===== src/rtl/rsa_job_arbiter.sv =====
// Round-robin arbiter sharing one modular-exponentiation core between NREQ requesters.
// Latches the winner's operands, starts the core, waits under a watchdog and routes the result back.
module rsa_job_arbiter #(
  parameter int NREQ    = 2,
  parameter int W       = 8,
  parameter int TIMEOUT = 4095
) (
  input  logic              clk,
  input  logic              reset,
  input  logic [NREQ-1:0]   req,
  input  logic [NREQ*W-1:0] req_text,
  input  logic [NREQ*W-1:0] req_key,
  input  logic [NREQ*W-1:0] req_mod,
  output logic [NREQ-1:0]   ack,
  output logic [NREQ-1:0]   rsp_valid,
  output logic [W-1:0]      rsp_text,
  output logic              rsp_err,
  output logic              busy,
  output logic              core_go,
  output logic              core_rst,
  output logic [W-1:0]      core_text,
  output logic [W-1:0]      core_key,
  output logic [W-1:0]      core_mod,
  input  logic              core_done,
  input  logic [W-1:0]      core_result,
  output logic [1:0]        state_dbg
);

  localparam int IW = (NREQ > 1) ? $clog2(NREQ) : 1;
  localparam int CW = (TIMEOUT > 1) ? $clog2(TIMEOUT + 1) : 1;
  localparam logic [CW-1:0] TMAX     = CW'(TIMEOUT);
  localparam logic [IW-1:0] LAST_RST = IW'(NREQ - 1);

  typedef enum logic [1:0] {S_IDLE, S_ISSUE, S_WAIT, S_RESP} state_t;

  state_t          state, state_d;
  logic [IW-1:0]   owner, owner_d, last, last_d, grant, idx;
  logic            grant_ok;
  logic [CW-1:0]   cnt, cnt_d;
  logic [NREQ-1:0] ack_d, rsp_valid_d, owner_bit;
  logic [W-1:0]    rsp_text_d, core_text_d, core_key_d, core_mod_d;
  logic            rsp_err_d, busy_d, core_go_d, core_rst_d;

  // First requesting index strictly after the last served owner, wrapping.
  always_comb begin
    grant    = last;
    grant_ok = 1'b0;
    idx      = '0;
    for (int k = 1; k <= NREQ; k++) begin
      idx = IW'((int'(last) + k) % NREQ);
      if (!grant_ok && req[idx]) begin
        grant    = idx;
        grant_ok = 1'b1;
      end
    end
  end

  assign owner_bit = NREQ'(1) << owner;

  always_comb begin
    state_d     = state;
    owner_d     = owner;
    last_d      = last;
    cnt_d       = cnt;
    ack_d       = '0;
    rsp_valid_d = '0;
    rsp_text_d  = rsp_text;
    rsp_err_d   = rsp_err;
    core_go_d   = 1'b0;
    core_rst_d  = 1'b0;
    core_text_d = core_text;
    core_key_d  = core_key;
    core_mod_d  = core_mod;
    unique case (state)
      S_IDLE: begin
        if (grant_ok) begin
          owner_d     = grant;
          ack_d       = NREQ'(1) << grant;
          core_text_d = req_text[int'(grant)*W +: W];
          core_key_d  = req_key[int'(grant)*W +: W];
          core_mod_d  = req_mod[int'(grant)*W +: W];
          state_d     = S_ISSUE;
        end
      end
      S_ISSUE: begin
        // A modulus below 2 has no meaningful result; answer without touching the core.
        if (core_mod < W'(2)) begin
          rsp_valid_d = owner_bit;
          rsp_text_d  = '0;
          rsp_err_d   = 1'b1;
          state_d     = S_RESP;
        end else begin
          core_go_d = 1'b1;
          cnt_d     = '0;
          state_d   = S_WAIT;
        end
      end
      S_WAIT: begin
        if (core_done) begin
          rsp_valid_d = owner_bit;
          rsp_text_d  = core_result;
          rsp_err_d   = 1'b0;
          state_d     = S_RESP;
        end else if (cnt == TMAX) begin
          rsp_valid_d = owner_bit;
          rsp_text_d  = '0;
          rsp_err_d   = 1'b1;
          core_rst_d  = 1'b1;
          state_d     = S_RESP;
        end else begin
          cnt_d = cnt + 1'b1;
        end
      end
      S_RESP: begin
        last_d  = owner;
        state_d = S_IDLE;
      end
      default: state_d = S_IDLE;
    endcase
    busy_d = (state_d != S_IDLE);
  end

  always_ff @(posedge clk) begin
    if (reset) begin
      state     <= S_IDLE;
      owner     <= '0;
      last      <= LAST_RST;
      cnt       <= '0;
      ack       <= '0;
      rsp_valid <= '0;
      rsp_text  <= '0;
      rsp_err   <= 1'b0;
      busy      <= 1'b0;
      core_go   <= 1'b0;
      core_rst  <= 1'b0;
      core_text <= '0;
      core_key  <= '0;
      core_mod  <= '0;
    end else begin
      state     <= state_d;
      owner     <= owner_d;
      last      <= last_d;
      cnt       <= cnt_d;
      ack       <= ack_d;
      rsp_valid <= rsp_valid_d;
      rsp_text  <= rsp_text_d;
      rsp_err   <= rsp_err_d;
      busy      <= busy_d;
      core_go   <= core_go_d;
      core_rst  <= core_rst_d;
      core_text <= core_text_d;
      core_key  <= core_key_d;
      core_mod  <= core_mod_d;
    end
  end

  assign state_dbg = state;

endmodule

===== config.mk =====
export PLATFORM = sky130hd
export DESIGN_NAME = rsa_job_arbiter
export DESIGN_NICKNAME = d
export VERILOG_FILES = /design/src/rtl/rsa_job_arbiter.sv
export SDC_FILE = /design/constraint.sdc
export NUM_CORES = 1
export LEC_CHECK = 0
export CELL_PAD_IN_SITES_DETAIL_PLACEMENT = 1
export CELL_PAD_IN_SITES_GLOBAL_PLACEMENT = 2
export CORE_MARGIN = 2
export CORE_UTILIZATION = 24
export CTS_CLUSTER_SIZE = 16
export DETAILED_ROUTE_END_ITERATION = 8
export GPL_TIMING_DRIVEN = 0
export PLACE_DENSITY_LB_ADDON = 0.1
export SKIP_CTS_REPAIR_TIMING = 1
export SYNTH_ARGS = -nofsm -noshare
export SYNTH_HDL_FRONTEND = slang
export SYNTH_SLANG_ARGS = --single-unit

===== constraint.sdc =====
create_clock -name clk -period 2.25 [get_ports clk]
set_clock_uncertainty 0.15 [all_clocks]
set_input_delay 0.45 -clock clk [delete_from_list [all_inputs] [get_ports clk]]
set_output_delay 0.45 -clock clk [all_outputs]
set_load 0.02 [all_outputs]

==> reports/metrics.sh <==
RUN_STATUS='finished, final reports clean'
FP-ROW-COUNT=37
LAYOUT.FILLER_CELLS=1208
CTS_ROOT_BUFFER='clkbuf_8'
POWER-PER-CELL-AREA_mW_PER_MM2=954
TRITONCTS='built'
FINAL_UTIL_PCT=37.5
YS_DOMINANT_REG_CELL='dfxtp_1'
INITIAL_ANTENNA_VIOLATION_COUNT=0
DIE_H_UM=106
REG_AREA_MM2=0.00112
MULTIINPUTGATEAREA_MM2=0.00134
GRT_FIRST_PASS_WIRELENGTH_UM=12800
WORST-SETUP-PATH-TYPE='flop to flop'
SYNTH-COMPOUND-AREA-SHARE_PCT=18.9
VIA_DENSITY_PER_INSTANCE=4.76
POST-ROUTE-WORST-SETUP-SLACK_PS=97.4
CP-END-KIND='flop'
SYNTH.AREA.TOP_CELLS='dfxtp_1 45%, nand2_1 8.6%, a22oi_1 7.3%, ha_1 3.0%, a22o_1 2.8%'
WORSTMARGINPINSLEW_PS=542
FINAL_PERIOD_MINUS_WORST_SETUP_SLACK_PS=2150
TOTAL_DRC_ERRORS_IN_THE_ROUTED_LAYOUT=0
WORST-PATH-MAX-FANOUT=10
SYNTHMOSTINSTANTIATEDCELL='nand2_1'
FINAL_AREA_MM2=0.00382
SETUP_VIOLATIONS=0
ROUTED_WIRE_LENGTH_PER_INSTANCE_UM=14.9
FINAL.PERIOD_UTILIZATION_PCT=95.7
MAX_SLEW_HEADROOM_PCT=63.6
POST_SYNTHESIS_CELL_COUNT=269
YS_FF_LATCH=56
N_ANTENNA_CELL=0
HOLD_PATH_CLASS='flop to flop'
SYNTH_SEQ_AREA_SHARE_PCT=45.1
ROUTE.VIAS.TOTAL=2452
MUX_SHARE_OF_POST_SYNTHESIS_CELL_AREA_PCT=2.82
YOSYS.CELL_TYPES.COUNT=53
MAXCLOCKFREQUENCY_GHz=0.465
CTS_BUFFER_DEPTH=2
TIMING.MAX_CAP.VIOLATIONS=0
DIE_AREA_MM2=0.0112
SYNTH_TOP_CELL_BY_AREA='dfxtp_1'
FIN_NETS=445
CP-START-KIND='flop'
FIRST_GLOBAL_VIAS=2504
CLKTRANSATPATHREGS_PS=120
HOLD_VIOL_FINAL=0
SYNTHADDERAREAFRAC_PCT=3.02
POSTSYNTHNETCOUNT=336
IO_PINS=103
DRTPASS1ITERATIONS=4
CTS_HTREE_LEVELS=2
SYNTH_ENABLE_FLOP_CELLS=0
GLOBAL_ROUTE.OVERFLOW_TOTAL=0
DRV_SLEW=0
CHIPWIDTH_UM=106
CLOCK-SINKS=56
CORE_MM2=0.0102
RSZ_0062_RAISED_AFTER_GLOBAL_ROUTING='true'
SYNTH_WARNINGS=0
WORST-ENDPOINT-ARRIVAL_PS=2250
SYNTH_XOR_XNOR_AREA_SHARE_PCT=0
POWER.IR.VDD_WORST_uV=370
HOLD-WORST-SLACK_PS=297
DOMINANT_COMBINATIONAL_CELL_FAMILY_BY_AREA_AFTER_SYNTHESIS='simple AND/OR/NAND/NOR gates'
DRT_ITER0_DRC=52
PLACE_WS_PS=-548
POSTSYNTH.ASYNCRESETSHARE_PCT=0
FINAL_LAYOUT_SIZE_SUFFIX_GT1_SHARE_PCT=10.0
DETAILED_PLACE.AREA_MM2=0.00368
CLKLATENCYLATEPIN_PS=320
TOTAL_HALF_PERIMETER_WIRELENGTH_AFTER_LEGALIZATION_AND_DETAILED_PLACEMENT_UM=5940
START_UTIL_PCT=24.4
ROUTED_WIRELENGTH_UM=7680
TIMING.CRITICAL_PATH.REQUIRED_PS=2350
AREA_DELTA_SYNTH_FINAL_PCT=53.7
PORT_BUFFERS=102
LEAKAGE_POWER_TOTAL_nW=1.45
SYN-CELL-AREA_MM2=0.00248
GLOBALPLACE.CONGESTION=0.740
DRTANTENNAVIOLNETS=0
SYNTHTOPCELLSBYCOUNT='57 x nand2_1, 56 x dfxtp_1, 24 x a22oi_1'
SYNTH_TOP_AREA_SHARE_PCT=45.1
SYN_AVG_CELL_AREA_UM2=9.24
NUMCTSBUFFERS=5
PIN_COUNT_OF_THE_BIGGEST_NET_ENTERING_GLOBAL_ROUTING=20
POST_SYNTH_SIMPLE_GATE_AREA_PCT=27.5
TRACK_USAGE_PCT=14.1
-- layout by cell type, fill, tap and decap left out, types with 3 or more instances in the layout --
cell / netlist / routed
clkbuf_8: 0 / 5
nand3b_1: 9 / 9
inv_1: 6 / 6
a21oi_1: 7 / 5
ha_1: 6 / 4
or3b_1: 5 / 5
a211oi_1: 5 / 5
a22o_1: 8 / 8
or4_1: 6 / 6
nor3_1: 4 / 4
or3b_2: 3 / 3
or2_2: 3 / 3
clkdlybuf4s50_1: 0 / 102
nand3_1: 4 / 4
clkbuf_1: 8 / 4
dfxtp_1: 56 / 56
a22oi_1: 24 / 24
o31ai_1: 3 / 3
nand2_1: 57 / 57
clkbuf_2: 0 / 4
nor2_1: 5 / 4
nand2b_1: 4 / 3
nor4_1: 3 / 3
mux2i_1: 7 / 7
-- metal layers --
layer,wire length (µm),vias to the layer above,track usage (%)
li1,-,1217,-
met1,3580,1151,18.0
met2,3420,79,22.9
met3,611,5,4.89
met4,64,0,2.82
met5,0,-,0
-- cell type report --
class | instances | area share, %
multi-input cells | 197 | 35.1
flip-flops and latches | 56 | 29.3
repair buffers | 102 | 26.7
well taps | 136 | 4.45
clock buffers | 5 | 1.80
plain buffers | 10 | 1.24
clock inverters | 3 | 0.721
inverters | 6 | 0.590
-- state kept, by name, summed over array words and instances, names as in the netlist, 2 cells and up --
signal	count
core_text	8
ack	2
core_mod	8
cnt	12
core_key	8
state_dbg	2
rsp_valid	2
rsp_text	8
-- critical path, cell delays in order, from the launching register on --
cell,delay (ps)
dfxtp_1,380
or4_1,570
o21bai_2,270
buf_4,220
or3b_1,340
mux2i_1,140
-- final timing paths --
kind	startpoint	end	slack [ps]	depth (start not counted)
min reg2reg	core_text[6]$_SDFFE_PP0P_	core_text[6]$_SDFFE_PP0P_	300	2
min	core_text[6]$_SDFFE_PP0P_	core_text[6]$_SDFFE_PP0P_	300	2
max	core_mod[2]$_SDFFE_PP0P_	cnt[10]$_SDFFE_PP0P_	100	5
max reg2reg	core_mod[2]$_SDFFE_PP0P_	cnt[10]$_SDFFE_PP0P_	100	5
-- power by group --
| group | total, mW | internal, mW | switching [mW] |
|---|---|---|---|
| Sequential | 1.34 | 1.19 | 0.152 |
| Clock | 0.609 | 0.230 | 0.379 |
| Combinational | 1.69 | 0.771 | 0.921 |
-- metrics by stage --
| step | std cells | total power, mW | TNS, ps |
|---|---|---|---|
| after floorplan | 269 | 2.29 | 0 |
| after global placement | 507 | 3.01 | -11990 |
| after detailed placement | 507 | 3.03 | -13080 |
| after CTS | 515 | 3.66 | -3760 |
| after global routing | 515 | 3.91 | -74.5 |
| final | 515 | 3.64 | 0 |
-- cells by family (layout without fill, tap and decap cells) --
logic type / Yosys count / count (layout)
adder cells (fa/ha/maj): 6 / 6
flip-flops: 56 / 56
buffers and inverters: 16 / 126
AND/OR/NAND/NOR: 122 / 122
multiplexers: 7 / 7
AO/OA/AOI/OAI: 62 / 62
Note: power is estimated with default switching activity, not from simulation.
